===== src/rtl/popcount_sequencer.sv =====
// Multi-cycle population counter: one W-bit word is reduced 7 bits per cycle
// through a single shared 7-input adder tree, trading latency for area.

// 7-input popcount built from a carry-save tree of full adders.
module class4_adder (
    input  logic [6:0] in_bits,
    output logic [2:0] cnt
);

    logic s_a, c_a, s_b, c_b, s_c, c_c;

    // Two first-level full adders, one second-level on the sums, then the weight-2 carries are summed.
    always_comb begin
        s_a    = in_bits[0] ^ in_bits[1] ^ in_bits[2];
        c_a    = (in_bits[0] & in_bits[1]) | (in_bits[0] & in_bits[2]) | (in_bits[1] & in_bits[2]);
        s_b    = in_bits[3] ^ in_bits[4] ^ in_bits[5];
        c_b    = (in_bits[3] & in_bits[4]) | (in_bits[3] & in_bits[5]) | (in_bits[4] & in_bits[5]);
        s_c    = s_a ^ s_b ^ in_bits[6];
        c_c    = (s_a & s_b) | (s_a & in_bits[6]) | (s_b & in_bits[6]);
        cnt[0] = s_c;
        cnt[1] = c_a ^ c_b ^ c_c;
        cnt[2] = (c_a & c_b) | (c_a & c_c) | (c_b & c_c);
    end

endmodule

module popcount_sequencer #(
    parameter  int unsigned W     = 56,
    localparam int unsigned CNT_W = $clog2(W + 1)
) (
    input  logic             clk,
    input  logic             rst,
    input  logic             in_valid,
    output logic             in_ready,
    input  logic [W-1:0]     in_data,
    output logic             out_valid,
    input  logic             out_ready,
    output logic [CNT_W-1:0] out_count,
    output logic             busy
);

    localparam int unsigned SLICE_W = 7;
    localparam int unsigned NSLICE  = W / SLICE_W;
    localparam int unsigned K_W     = $clog2(NSLICE + 1);

    typedef enum logic [1:0] {
        S_IDLE = 2'd0,
        S_RUN  = 2'd1,
        S_DONE = 2'd2
    } state_t;

    state_t           state_q, state_d;
    logic [W-1:0]     sh_q, sh_d;
    logic [K_W-1:0]   k_q, k_d;
    logic [CNT_W-1:0] acc_q, acc_d;
    logic [2:0]       slice_cnt;

    // The one shared adder tree always looks at the lowest slice of the shift register.
    class4_adder u_adder (
        .in_bits (sh_q[SLICE_W-1:0]),
        .cnt     (slice_cnt)
    );

    // State and datapath registers; reset abandons any word in flight.
    always_ff @(posedge clk or posedge rst) begin
        if (rst) begin
            state_q <= S_IDLE;
            sh_q    <= '0;
            k_q     <= '0;
            acc_q   <= '0;
        end else begin
            state_q <= state_d;
            sh_q    <= sh_d;
            k_q     <= k_d;
            acc_q   <= acc_d;
        end
    end

    // Next-state and datapath update: load in IDLE, one slice per RUN cycle, hold in DONE.
    always_comb begin
        state_d = state_q;
        sh_d    = sh_q;
        k_d     = k_q;
        acc_d   = acc_q;
        case (state_q)
            S_IDLE: begin
                if (in_valid) begin
                    sh_d    = in_data;
                    acc_d   = '0;
                    k_d     = '0;
                    state_d = S_RUN;
                end
            end
            S_RUN: begin
                acc_d = acc_q + CNT_W'(slice_cnt);
                sh_d  = sh_q >> SLICE_W;
                k_d   = k_q + K_W'(1);
                if (k_q == K_W'(NSLICE - 1)) begin
                    state_d = S_DONE;
                end
            end
            S_DONE: begin
                if (out_ready) begin
                    state_d = S_IDLE;
                end
            end
            default: begin
                state_d = S_IDLE;
            end
        endcase
    end

    // Handshake flags decode the state register only, so no input reaches an output combinationally.
    assign in_ready  = (state_q == S_IDLE);
    assign out_valid = (state_q == S_DONE);
    assign busy      = (state_q == S_RUN) || (state_q == S_DONE);
    assign out_count = acc_q;

endmodule


===== config.mk =====
export PLATFORM = sky130hd
export DESIGN_NAME = popcount_sequencer
export DESIGN_NICKNAME = d
export VERILOG_FILES = /design/src/rtl/popcount_sequencer.sv
export SDC_FILE = /design/constraint.sdc
export NUM_CORES = 1
export LEC_CHECK = 0
export CAP_MARGIN = 20
export CORE_ASPECT_RATIO = 1.5
export CORE_MARGIN = 3
export CORE_UTILIZATION = 43
export CTS_CLUSTER_SIZE = 10
export DETAILED_ROUTE_END_ITERATION = 8
export PLACE_DENSITY_LB_ADDON = 0.3
export SYNTH_ARGS = -nofsm -noshare
export SYNTH_HDL_FRONTEND = slang
export SYNTH_SLANG_ARGS = --single-unit
export TNS_END_PERCENT = 1

===== constraint.sdc =====
create_clock -name clk -period 3.67 [get_ports clk]
set_input_delay 0.9175 -clock clk [delete_from_list [all_inputs] [get_ports clk]]
set_output_delay 0.9175 -clock clk [all_outputs]
set_load 0.01 [all_outputs]

==> results of run 1 <==
==> cell type report <==
cell class	instances	area share
clock inverter	3	0.00946
tap	102	0.0284
timing repair buffer	73	0.162
clock buffer	13	0.0623
multi-input combinational	228	0.345
inverter	17	0.0142
sequential	68	0.378
==> cell usage in the layout (no fill, tap or decap), types with 3 or more instances in the layout <==
master           count
clkdlybuf4s50_1     68
dfrtp_1             68
o21ai_0             65
nand2_1             64
mux2i_1             52
inv_1               16
clkbuf_16            9
nand2b_1             7
ha_1                 6
fa_1                 5
a21oi_1              4
clkbuf_8             4
buf_4                4
a21o_1               3
a32oi_1              3
==> cells by family (layout without fill, tap and decap cells) <==
group / count (synthesis) / count (layout) / synth area share
and+or+nand+nor: 81 / 81 / 0.104
AOI/OAI and AO/OA: 79 / 79 / 0.125
DFF: 68 / 68 / 0.500
muxes: 54 / 54 / 0.160
buffers and inverters: 39 / 106 / 0.0507
adders and majority gates: 12 / 12 / 0.0551
xor gates and xnor gates: 2 / 2 / 0.00515
==> flip-flops by register name, summed over array words and instances, names as in the netlist <==
| signal | flops |
|---|---|
| sh_q | 56 |
| out_count | 6 |
| k_q | 4 |
| state_q | 2 |
==> power breakdown <==
part           switching, W  internal [W]
Combinational       0.00101      0.000850
Sequential         0.000212       0.00111
Clock              0.000308      0.000598
Total               0.00153       0.00255
==> how the worst min path moves through the flow <==
stage	slack, ns	cells after the start	start	to
2_1_floorplan	0.44	1	k_q[3]	k_q[3]
3_3_place_gp	0.46	2	sh_q[14]	sh_q[14]
3_5_place_dp	0.47	2	sh_q[44]	sh_q[44]
4_1_cts	0.48	2	sh_q[22]	sh_q[22]
5_1_grt	0.50	2	sh_q[45]	sh_q[45]
6_report	0.48	2	sh_q[22]	sh_q[22]
==> worst reg2reg max path, cell delays in order (launching register included) <==
cell     delay (ns)
dfrtp_1        0.34
inv_1          0.06
fa_1           0.53
inv_1          0.05
fa_1           0.37
inv_1          0.07
fa_1           0.40
inv_1          0.11
ha_1           0.24
a21o_1         0.15
a21oi_1        0.24
or4_1          0.16
nand3_1        0.08
==> per-stage QoR <==
stage / setup WS [ns] / hold WS, ns / std cells / total power [W] / instance area, um2
after global routing: 0.455 / 0.501 / 504 / 0.00447 / 4500
after detailed placement: 0.724 / 0.470 / 488 / 0.00323 / 4180
after global placement: 0.814 / 0.461 / 488 / 0.00314 / 4180
after CTS: 0.717 / 0.482 / 504 / 0.00415 / 4500
final: 0.728 / 0.476 / 504 / 0.00409 / 4500
after floorplan: 0.895 / 0.443 / 335 / 0.00272 / 3400
==> routing by layer <==
layer,global-route usage,up-vias,share of wire
met5,0,-,0
met4,0.0595,0,0.015
met3,0.0556,9,0.048
met2,0.278,57,0.50
met1,0.209,1188,0.43
li1,-,1266,-
==> results by group, run 1 <==
Synthesis
  • Cell accounting for the most synthesized area: dfrtp_1
  • Synth warn: 0
  • Post-synth ARST share: 1.00
  • Synthesized cell area: between 3000 and 4000 um2
  • Seq/Total Area, Yosys: 0.500
  • Synthesized instance count: 335
  • Mapped Avg Cell Area: just over 10 um2
  • Most frequent cell after synthesis: dfrtp_1
  • Largest cells by area after synthesis: dfrtp_1, mux2i_1, o21ai_0
  • Register bit total from synthesis: 68
  • Most used DFF post-synth: dfrtp_1
  • Synth Net Count: 407
  • Number of synthesized flops with an enable pin: 0
  • Synth top area share: 0.500
  • Distinct cells, synth: 30
  • Top cells by count, synth: dfrtp_1, o21ai_0, nand2_1, mux2i_1, inv_1

Setup path
  • Worst-path cell chain: inv_1 -> fa_1 -> inv_1 -> fa_1 -> inv_1 -> fa_1 -> inv_1 -> ha_1 -> a21o_1 -> a21oi_1 -> or4_1 -> nand3_1
  • Slowest-stage cell, CP: fa_1
  • Worst path required time: slightly below 4 ns
  • Critical R2R Launch: sh_q[0]
  • Slowest Stage Delay on Critical Path: about 0.53 ns
  • CP Depth: 12
  • Critical path destination: out_count[5]
  • Startpoint Class: flip-flop
  • R2r setup slk: roughly 0.73 ns
  • Crit path max-delay family: adder cells
  • Worst R2R End: out_count[5]
  • Worst Setup SP: sh_q[0]
  • Most used cell, CP: inv_1
  • Crit Path Max Fanout: 4
  • Critical path buffers and inverters: 4
  • Critical setup path kind: flip-flop to flip-flop
  • Critical Path AT: 3.14 ns
  • Crit end category: flip-flop
  • R2R depth: 12

Layout
  • Synth-to-layout area growth: 32.1%
  • Fillers: between 600 and 700
  • Multi-input gate area: 1550 um2
  • Util after Layout: 0.587
  • # diodes: 0
  • Nets: 469
  • Layout cells sized above 1: 0.0647
  • Register area: around 1700 um2

Timing
  • Slew margin rel.: 0.531
  • Worst-Margin Slew: approximately 0.7 ns
  • Max Slew Vio Count: 0
  • Worst Skew: slightly above 0.007 ns
  • Maximum clock rate: roughly 340 MHz
  • Final Hold Vio Count: 0
  • Final setup violating endpoints: 0
  • Tcrit/Tclk final: 0.802
  • Unrepaired setup endpoints after global routing: no
  • Setup_tns: 0 ns
  • Min Tclk post-route: about 2.9 ns

Floorplan
  • Die area: about 9000 um2
  • Initial Util: 0.444
  • Die X: a little under 80 um
  • Site row count: 39
  • Chip height: 115 um
  • # IOs: between 60 and 70
  • Core area: 7660 um2

Outcome
  • Status: complete, no violations

Placed design
  • Detailed Place HPWL: between 4000 and 5000 um
  • Final RePlAce weighted congestion: 0.795
  • PortBufs: 68

Clock network
  • Hold buffers post-CTS: 0
  • Clk buf depth: 2
  • Total setup buffers inserted after CTS: 0
  • Latest clock arrival within the worst-skew pair: about 0.33 ns
  • CTS Buf Count: 9
  • CTS tree: yes
  • Clk root buf: clkbuf_16
  • # clock sinks: 68
  • H-Tree Level Count: 3
  • Clock-pin slew on the worst setup and hold paths: roughly 0.050 ns
  • Resized Gates After CTS: 0

Power
  • P_leak: around 2.0 nW
  • Worst IR Drop VDD: ~0.48 mV
  • Power density over the cells: ~910 nW/um2

Global route
  • GRT Overall Usage: 0.169
  • Largest net degree at the start of global routing: between 90 and 100
  • Vias in the first global route: about 2600
  • Global-route wire length before repair: 11900 um
  • Initial antenna violation count: 0
  • Grt ovf: 0

Routing
  • WL/cell: between 10 and 15 um
  • Via count: roughly 2500
  • DR iter-0 viols: approximately 120
  • Pre-antenna DRT Iters: 4
  • Post-DR vias/cell: 5.00
  • Antenna-violating nets left: 0
  • Final WL: roughly 7000 um
  • Residual DRC: 0

Run
  • Maxcap violations: 0

Worst hold path
  • Hold Path Class: flip-flop to flip-flop
(Power assumes the default switching activity.)
==> run 2, diff against run 1 <==
==> constraint.sdc (replaced) <==
create_clock -name clk -period 2.5 [get_ports clk]
set_input_delay 0.625 -clock clk [delete_from_list [all_inputs] [get_ports clk]]
set_output_delay 0.625 -clock clk [all_outputs]
set_load 0.01 [all_outputs]
==> results by group, run 2 (same netlist as run 1, synthesis figures left out) <==
Outcome
  • Status: complete, but fails checks
  • Failing checks: setup timing

Timing
  • Slew margin rel.: 0.700 (+0.169)
  • Final setup violating endpoints: 5 (+5)
  • Maximum clock rate: 362 MHz (+6.5%)
  • Max Slew Vio Count: 0 (unchanged)
  • Worst setup margin: -0.263 ns (-0.991 ns)
  • Tcrit/Tclk final: 1.11 (+0.304)
  • Worst Skew: 0.00784 ns (+0.000589 ns)
  • Min Tclk post-route: 2.76 ns (-0.179 ns)
  • Final Hold Vio Count: 0 (unchanged)
  • Setup_tns: -1.04 ns (-1.04 ns)
  • Worst-Margin Slew: 0.450 ns (-0.252 ns)
  • Unrepaired setup endpoints after global routing: yes

Placed design
  • Final RePlAce weighted congestion: 0.777 (-2.2%)
  • Detailed Place HPWL: 4680 um (-5.8%)
  • Setup WS pre-CTS: -0.283 ns (-1.01 ns)
  • PortBufs: 68 (unchanged)

Power
  • Power density over the cells: 1380 nW/um2 (+52%)
  • Worst IR Drop VDD: 0.631 mV (+31%)
  • Tot Pwr: 0.00634 W (+55%)
  • P_leak: 2.01 nW (+1.1%)

Global route
  • Vias in the first global route: 2496 (-2.2%)
  • Initial antenna violation count: 0 (unchanged)
  • Largest net degree at the start of global routing: 91 (-5.2%)
  • Global-route wire length before repair: 11700 um (-1.6%)
  • Grt ovf: 0 (unchanged)
  • GRT Overall Usage: 0.169 (-0.000611)

Layout
  • Layout cells sized above 1: 0.0963 (+0.0316)
  • Nets: 472 (+0.64%)
  • Reg with most FFs: sh_q
  • Max reg flops: 56 (unchanged)
  • Highest-count cells in the layout ignoring fill and taps: clkdlybuf4s50_1, dfrtp_1, nand2_1
  • Synth-to-layout area growth: 34.9%
  • # diodes: 0 (unchanged)
  • Fillers: 677 (+1.5%)

Routing
  • Post-DR vias/cell: 4.93 (-1.4%)
  • WL/cell: 13.4 um (-4.1%)
  • Residual DRC: 0 (unchanged)
  • Antenna-violating nets left: 0 (unchanged)
  • DR iter-0 viols: 114 (-0.87%)
  • Final WL: 6780 um (-3.5%)
  • Pre-antenna DRT Iters: 4 (unchanged)
  • Via count: 2499 (-0.83%)

Clock network
  • H-Tree Level Count: 3 (unchanged)
  • Clock-pin slew on the worst setup and hold paths: 0.06 ns (about the same)
  • Total setup buffers inserted after CTS: 0 (unchanged)
  • CTS Buf Count: 9 (unchanged)
  • Latest clock arrival within the worst-skew pair: 0.33 ns (about the same)
  • Hold buffers post-CTS: 0 (unchanged)
  • # clock sinks: 68 (unchanged)
  • Clk root buf: clkbuf_16
  • Clk buf depth: 2 (unchanged)
  • CTS tree: yes

Setup path
  • Worst path required time: 2.77 ns (-1.10 ns)
  • Crit Path Max Fanout: 4 (unchanged)
  • Crit end category: flip-flop
  • Startpoint Class: flip-flop
  • Critical setup path kind: flip-flop to flip-flop
  • Critical Path AT: 3.03 ns (-0.11 ns)

Run
  • Maxcap violations: 0 (unchanged)

Floorplan
  • Die area: 9040 um2 (unchanged)
  • Die X: 78.7 um (unchanged)
  • # IOs: 69 (unchanged)
  • Site row count: 39 (unchanged)
  • Chip height: 115 um (unchanged)
  • Initial Util: 0.444 (unchanged)
  • Core area: 7660 um2 (unchanged)

Worst hold path
  • Hold Path Class: flip-flop to flip-flop
[run 2: changes by cell type in the layout (fill, tap and decap cells not counted), moves of 4 or more]
cell      before  now
inv_1         16   10
inv_2          1    7
clkbuf_8       4    0
o21ai_0       65   61
o21ai_1        0    4
[run 2: cell type report]
type	instances	area, um2	share of cell area
Sequential cell	68	1700	0.371
Multi-Input combinational cell	228	1570	0.343
Timing Repair Buffer	76	778	0.169
Clock buffer	9	225	0.0490
Tap cell	102	128	0.0278
Clock inverter	7	123	0.0267
Inverter	17	63.8	0.0139
[run 2: worst max-delay path, stage by stage, from the launching register on]
cell and delay [ns]:
dfrtp_1 0.36, inv_2 0.04, fa_1 0.54, inv_2 0.05, fa_2 0.35, inv_2 0.06, fa_1 0.41, inv_2 0.10
ha_4 0.12, a21o_1 0.11, a21oi_2 0.07, or4_1 0.42, nand3_1 0.09
[run 2: stage by stage]
step,instances,hold slack [ns],utilization,instance area (um2)
after global placement,491,0.461,0.554,4240
after floorplan,335,0.443,-,3420
after CTS,507,0.482,0.599,4590
after detailed placement,491,0.470,0.554,4240
after global routing,507,0.499,0.599,4590
final,507,0.477,0.599,4590
[run 2: where the power goes]
group	switching (W)	internal [W]
Sequential	0.000309	0.00162
Clock	0.000486	0.000980
Combinational	0.00154	0.00141
Total	0.00234	0.00401
[run 2: metal layers]
metal / wire length, um / part of all wire / GRT usage / vias to the layer above
li1: - / - / - / 1274
met1: 2950 / 0.43 / 0.205 / 1165
met2: 3390 / 0.50 / 0.273 / 50
met3: 337 / 0.050 / 0.0517 / 10
met4: 106 / 0.016 / 0.0805 / 0
met5: 0 / 0 / 0 / -
[run 2: final timing paths]
path | startpoint | end | slack [ns] | depth (start not counted)
setup / recovery | sh_q[3] | out_count[5] | -0.26 | 12
hold / removal | sh_q[12] | sh_q[12] | 0.48 | 2
setup reg to reg | sh_q[3] | out_count[5] | -0.26 | 12
hold reg to reg | sh_q[12] | sh_q[12] | 0.48 | 2
max in group asynchronous | rst | sh_q[45] | 1.52 | 3
min in group asynchronous | rst | out_count[5] | 0.68 | 3
[run 2: timing repair]
item	CTS	global route
gates resized for setup	3	5
pin swaps	0	7
endpoints found under the hold margin	0	0
endpoints found under the setup margin	5	5
==> run 3, diff against run 2 <==
--- a/config.mk
+++ b/config.mk
@@ -5,14 +5,15 @@
 export SDC_FILE = /design/constraint.sdc
 export NUM_CORES = 1
 export LEC_CHECK = 0
-export CAP_MARGIN = 20
 export CORE_ASPECT_RATIO = 1.5
 export CORE_MARGIN = 3
 export CORE_UTILIZATION = 43
+export CTS_CLUSTER_DIAMETER = 30
 export CTS_CLUSTER_SIZE = 10
 export DETAILED_ROUTE_END_ITERATION = 8
 export PLACE_DENSITY_LB_ADDON = 0.3
 export SYNTH_ARGS = -nofsm -noshare
 export SYNTH_HDL_FRONTEND = slang
+export SYNTH_HIERARCHICAL = 1
 export SYNTH_SLANG_ARGS = --single-unit
 export TNS_END_PERCENT = 1
==> results by group, run 3 <==
Timing
  • Min Tclk post-route: 3.05 ns (+0.290 ns)
  • Slew margin rel.: 0.653 (-0.0469)
  • Final setup violating endpoints: 5 (unchanged)
  • Worst Skew: 0.00921 ns (+0.00137 ns)
  • Setup_tns: -1.78 ns (-0.740 ns)
  • Tcrit/Tclk final: 1.22 (+0.116)
  • Hold_ws: 0.479 ns (+0.00198 ns)
  • Unrepaired setup endpoints after global routing: yes
  • Worst setup margin: -0.553 ns (-0.290 ns)
  • Maximum clock rate: 328 MHz (-9.5%)
  • Worst-Margin Slew: 0.519 ns (+0.0696 ns)
  • Final Hold Vio Count: 0 (unchanged)
  • Max Slew Vio Count: 0 (unchanged)

Placed design
  • PortBufs: 68 (unchanged)
  • Detailed Place HPWL: 4960 um (+6.1%)
  • Final RePlAce weighted congestion: 0.806 (+3.6%)

Setup path
  • Crit Path Max Fanout: 2 (-2)
  • Critical path buffers and inverters: 2 (-2)
  • Worst path required time: 2.73 ns (-0.04 ns)
  • Crit end category: flip-flop
  • Critical Path AT: 3.28 ns (+0.25 ns)
  • Critical setup path kind: flip-flop to flip-flop
  • Worst-path cell chain: fa_1 -> inv_1 -> fa_2 -> inv_2 -> fa_1 -> ha_1 -> a211oi_2 -> nor3_2 -> mux2_2 -> a22o_1
  • Crit path max-delay family: adder cells
  • Most used cell, CP: fa_1
  • Slowest Stage Delay on Critical Path: 0.54 ns (about the same)
  • Slowest-stage cell, CP: fa_1
  • Startpoint Class: flip-flop

Layout
  • Fillers: 682 (+0.74%)
  • Register area: 1700 um2 (unchanged)
  • Highest-count cells in the layout ignoring fill and taps: clkdlybuf4s50_1, dfrtp_1, nand2_1
  • Nets: 469 (-0.64%)
  • # diodes: 0 (unchanged)
  • Synth-to-layout area growth: 30.9%
  • Max reg flops: 56 (unchanged)
  • Reg with most FFs: sh_q
  • Layout cells sized above 1: 0.0975 (+0.00120)
  • Multi-input gate area: 1550 um2 (-1.7%)

Routing
  • DR iter-0 viols: 113 (-0.88%)
  • Antenna-violating nets left: 0 (unchanged)
  • Top layer in use: met4
  • Via count: 2456 (-1.7%)
  • Final WL: 6910 um (+1.9%)
  • WL/cell: 13.8 um (+3.3%)
  • Pre-antenna DRT Iters: 4 (unchanged)
  • Met1 Routed Length: 2920 um (-0.85%)
  • Met3 Wirelength: 289 um (-14%)
  • Post-DR vias/cell: 4.91 (-0.34%)
  • Residual DRC: 0 (unchanged)
  • Routed wl met2: 3560 um (+4.9%)

Power
  • Switch share: 0.390 (+0.0215)
  • Switch Pwr: 0.00218 W (-6.7%)
  • Power density over the cells: 1270 nW/um2 (-8.3%)
  • Combinational share of power: 0.519 (+0.054)
  • P_leak: 1.97 nW (-1.8%)
  • Sequential share of power: 0.342 (+0.038)
  • Internal: 0.00341 W (-15%)
  • Worst IR Drop VDD: 0.639 mV (+1.2%)
  • Clock share of power: 0.139 (-0.092)

Global route
  • Grt ovf: 0 (unchanged)
  • Initial antenna violation count: 0 (unchanged)
  • Vias in the first global route: 2437 (-2.4%)
  • GRT Overall Usage: 0.169 (+0.000632)
  • Global-route wire length before repair: 11700 um (unchanged)
  • Largest net degree at the start of global routing: 63 (-31%)

Clock network
  • Hold buffers post-CTS: 0 (unchanged)
  • # clock sinks: 68 (unchanged)
  • CTS tree: yes
  • CTS Buf Count: 9 (unchanged)
  • Latest clock arrival within the worst-skew pair: 0.34 ns (about the same)
  • Clk buf depth: 2 (unchanged)
  • Clk root buf: clkbuf_8
  • H-Tree Level Count: 3 (unchanged)
  • Clock-pin slew on the worst setup and hold paths: 0.08 ns (+0.02 ns)

Run
  • Maxcap violations: 0 (unchanged)

Synthesis
  • Top cells by count, synth: dfrtp_1, nand2_1, o21ai_0, mux2i_1, buf_2
  • Register bit total from synthesis: 68 (unchanged)
  • Number of synthesized flops with an enable pin: 0 (unchanged)
  • Synthesized cell area: 3370 um2 (-0.96%)
  • Seq/Total Area, Yosys: 0.505 (+0.00482)
  • Synth top area share: 0.505 (+0.00482)
  • Post-synth ARST share: 1.00 (unchanged)
  • Synth Net Count: 398 (-2.2%)
  • Distinct cells, synth: 28 (-6.7%)
  • Largest cells by area after synthesis: dfrtp_1, mux2i_1, o21ai_0
  • Cell accounting for the most synthesized area: dfrtp_1
  • Most frequent cell after synthesis: dfrtp_1
  • Synth warn: 6 (+6)
  • Synthesized instance count: 324 (-3.3%)
  • Mapped Avg Cell Area: 10.4 um2 (+2.4%)
  • Most used DFF post-synth: dfrtp_1

Floorplan
  • Initial Util: 0.455 (+0.0102)
  • Chip height: 114 um (-0.46%)
  • Site row count: 38 (-2.6%)
  • Core area: 7420 um2 (-3.2%)
  • Die X: 78.3 um (-0.44%)
  • # IOs: 69 (unchanged)
  • Die area: 8960 um2 (-0.89%)

Outcome
  • Failing checks: setup timing
  • Status: complete, but fails checks

Worst hold path
  • Hold Path Class: flip-flop to flip-flop
[run 3: changes by cell type after synthesis, moves of 3 or more]
cell	delta
mux2i_1	-3
a32oi_1	-3
nor2b_1	+3
inv_1	-5
a22o_1	+6
o21ai_0	-5
a21oi_1	-3
[run 3: worst paths after layout]
path                               start           end  slack, ns  cells after the start
max in group asynchronous            rst      sh_q[24]       1.31                      3
min in group asynchronous            rst      sh_q[44]       0.65                      2
worst max-delay path             sh_q[3]  out_count[5]      -0.55                     10
worst min register to register  sh_q[50]      sh_q[50]       0.48                      2
worst min-delay path            sh_q[50]      sh_q[50]       0.48                      2
worst max register to register   sh_q[3]  out_count[5]      -0.55                     10
[run 3: layout make-up]
type / instances / share of cell area
Tap cell: 100 / 0.0283
Inverter: 12 / 0.0102
Multi-Input combinational cell: 223 / 0.350
Timing Repair Buffer: 81 / 0.188
Clock buffer: 11 / 0.0320
Sequential cell: 68 / 0.385
Clock inverter: 5 / 0.00623
[run 3: per-stage QoR]
step	power (W)	setup WS [ns]	util	instance area [um2]	std cells
2_1_floorplan	0.00398	-0.472	-	3380	324
4_1_cts	0.00563	-0.579	0.593	4400	498
5_1_grt	0.00614	-0.634	0.595	4420	500
6_report	0.00559	-0.553	0.595	4420	500
3_3_place_gp	0.00466	-0.537	0.570	4220	482
3_5_place_dp	0.00481	-0.591	0.570	4220	482
[run 3: power groups by stage]
stage               combinational, W  sequential (W)  clock, W
floorplan                    0.00212         0.00186         0
global placement             0.00276         0.00190         0
detailed placement           0.00287         0.00194         0
CTS                          0.00290         0.00192  0.000805
global route                 0.00329         0.00199  0.000852
finish                       0.00290         0.00191  0.000778
[run 3: kinds of logic after synthesis]
family                   Yosys count  share of synthesized area
multiplexers                      53                      0.162
flip-flops                        68                      0.505
XOR/XNOR                           1                    0.00260
AND/OR/NAND/NOR                   83                      0.105
adder cells (fa/ha/maj)           14                     0.0631
AO/OA/AOI/OAI                     72                      0.118
buffers and inverters             33                     0.0449
[run 3: per-layer routing]
metal,track usage,up-vias
li1,-,1244
met1,0.214,1149
met2,0.277,51
met3,0.0346,12
met4,0.0805,0
met5,0,-
[run 3: repair_timing]
item,4_1_cts,5_1_grt
endpoints found under the setup margin,5,5
gates cloned,0,0
setup buffers,0,2
pin swaps,10,5
gates resized for setup,3,1
[run 3: tightest hold or removal path: cells and delay by family, from the launching register on]
family           cells  cell delay, ns
AND/OR/NAND/NOR      1            0.05
AO/OA/AOI/OAI        1            0.06
flip-flops           1            0.34
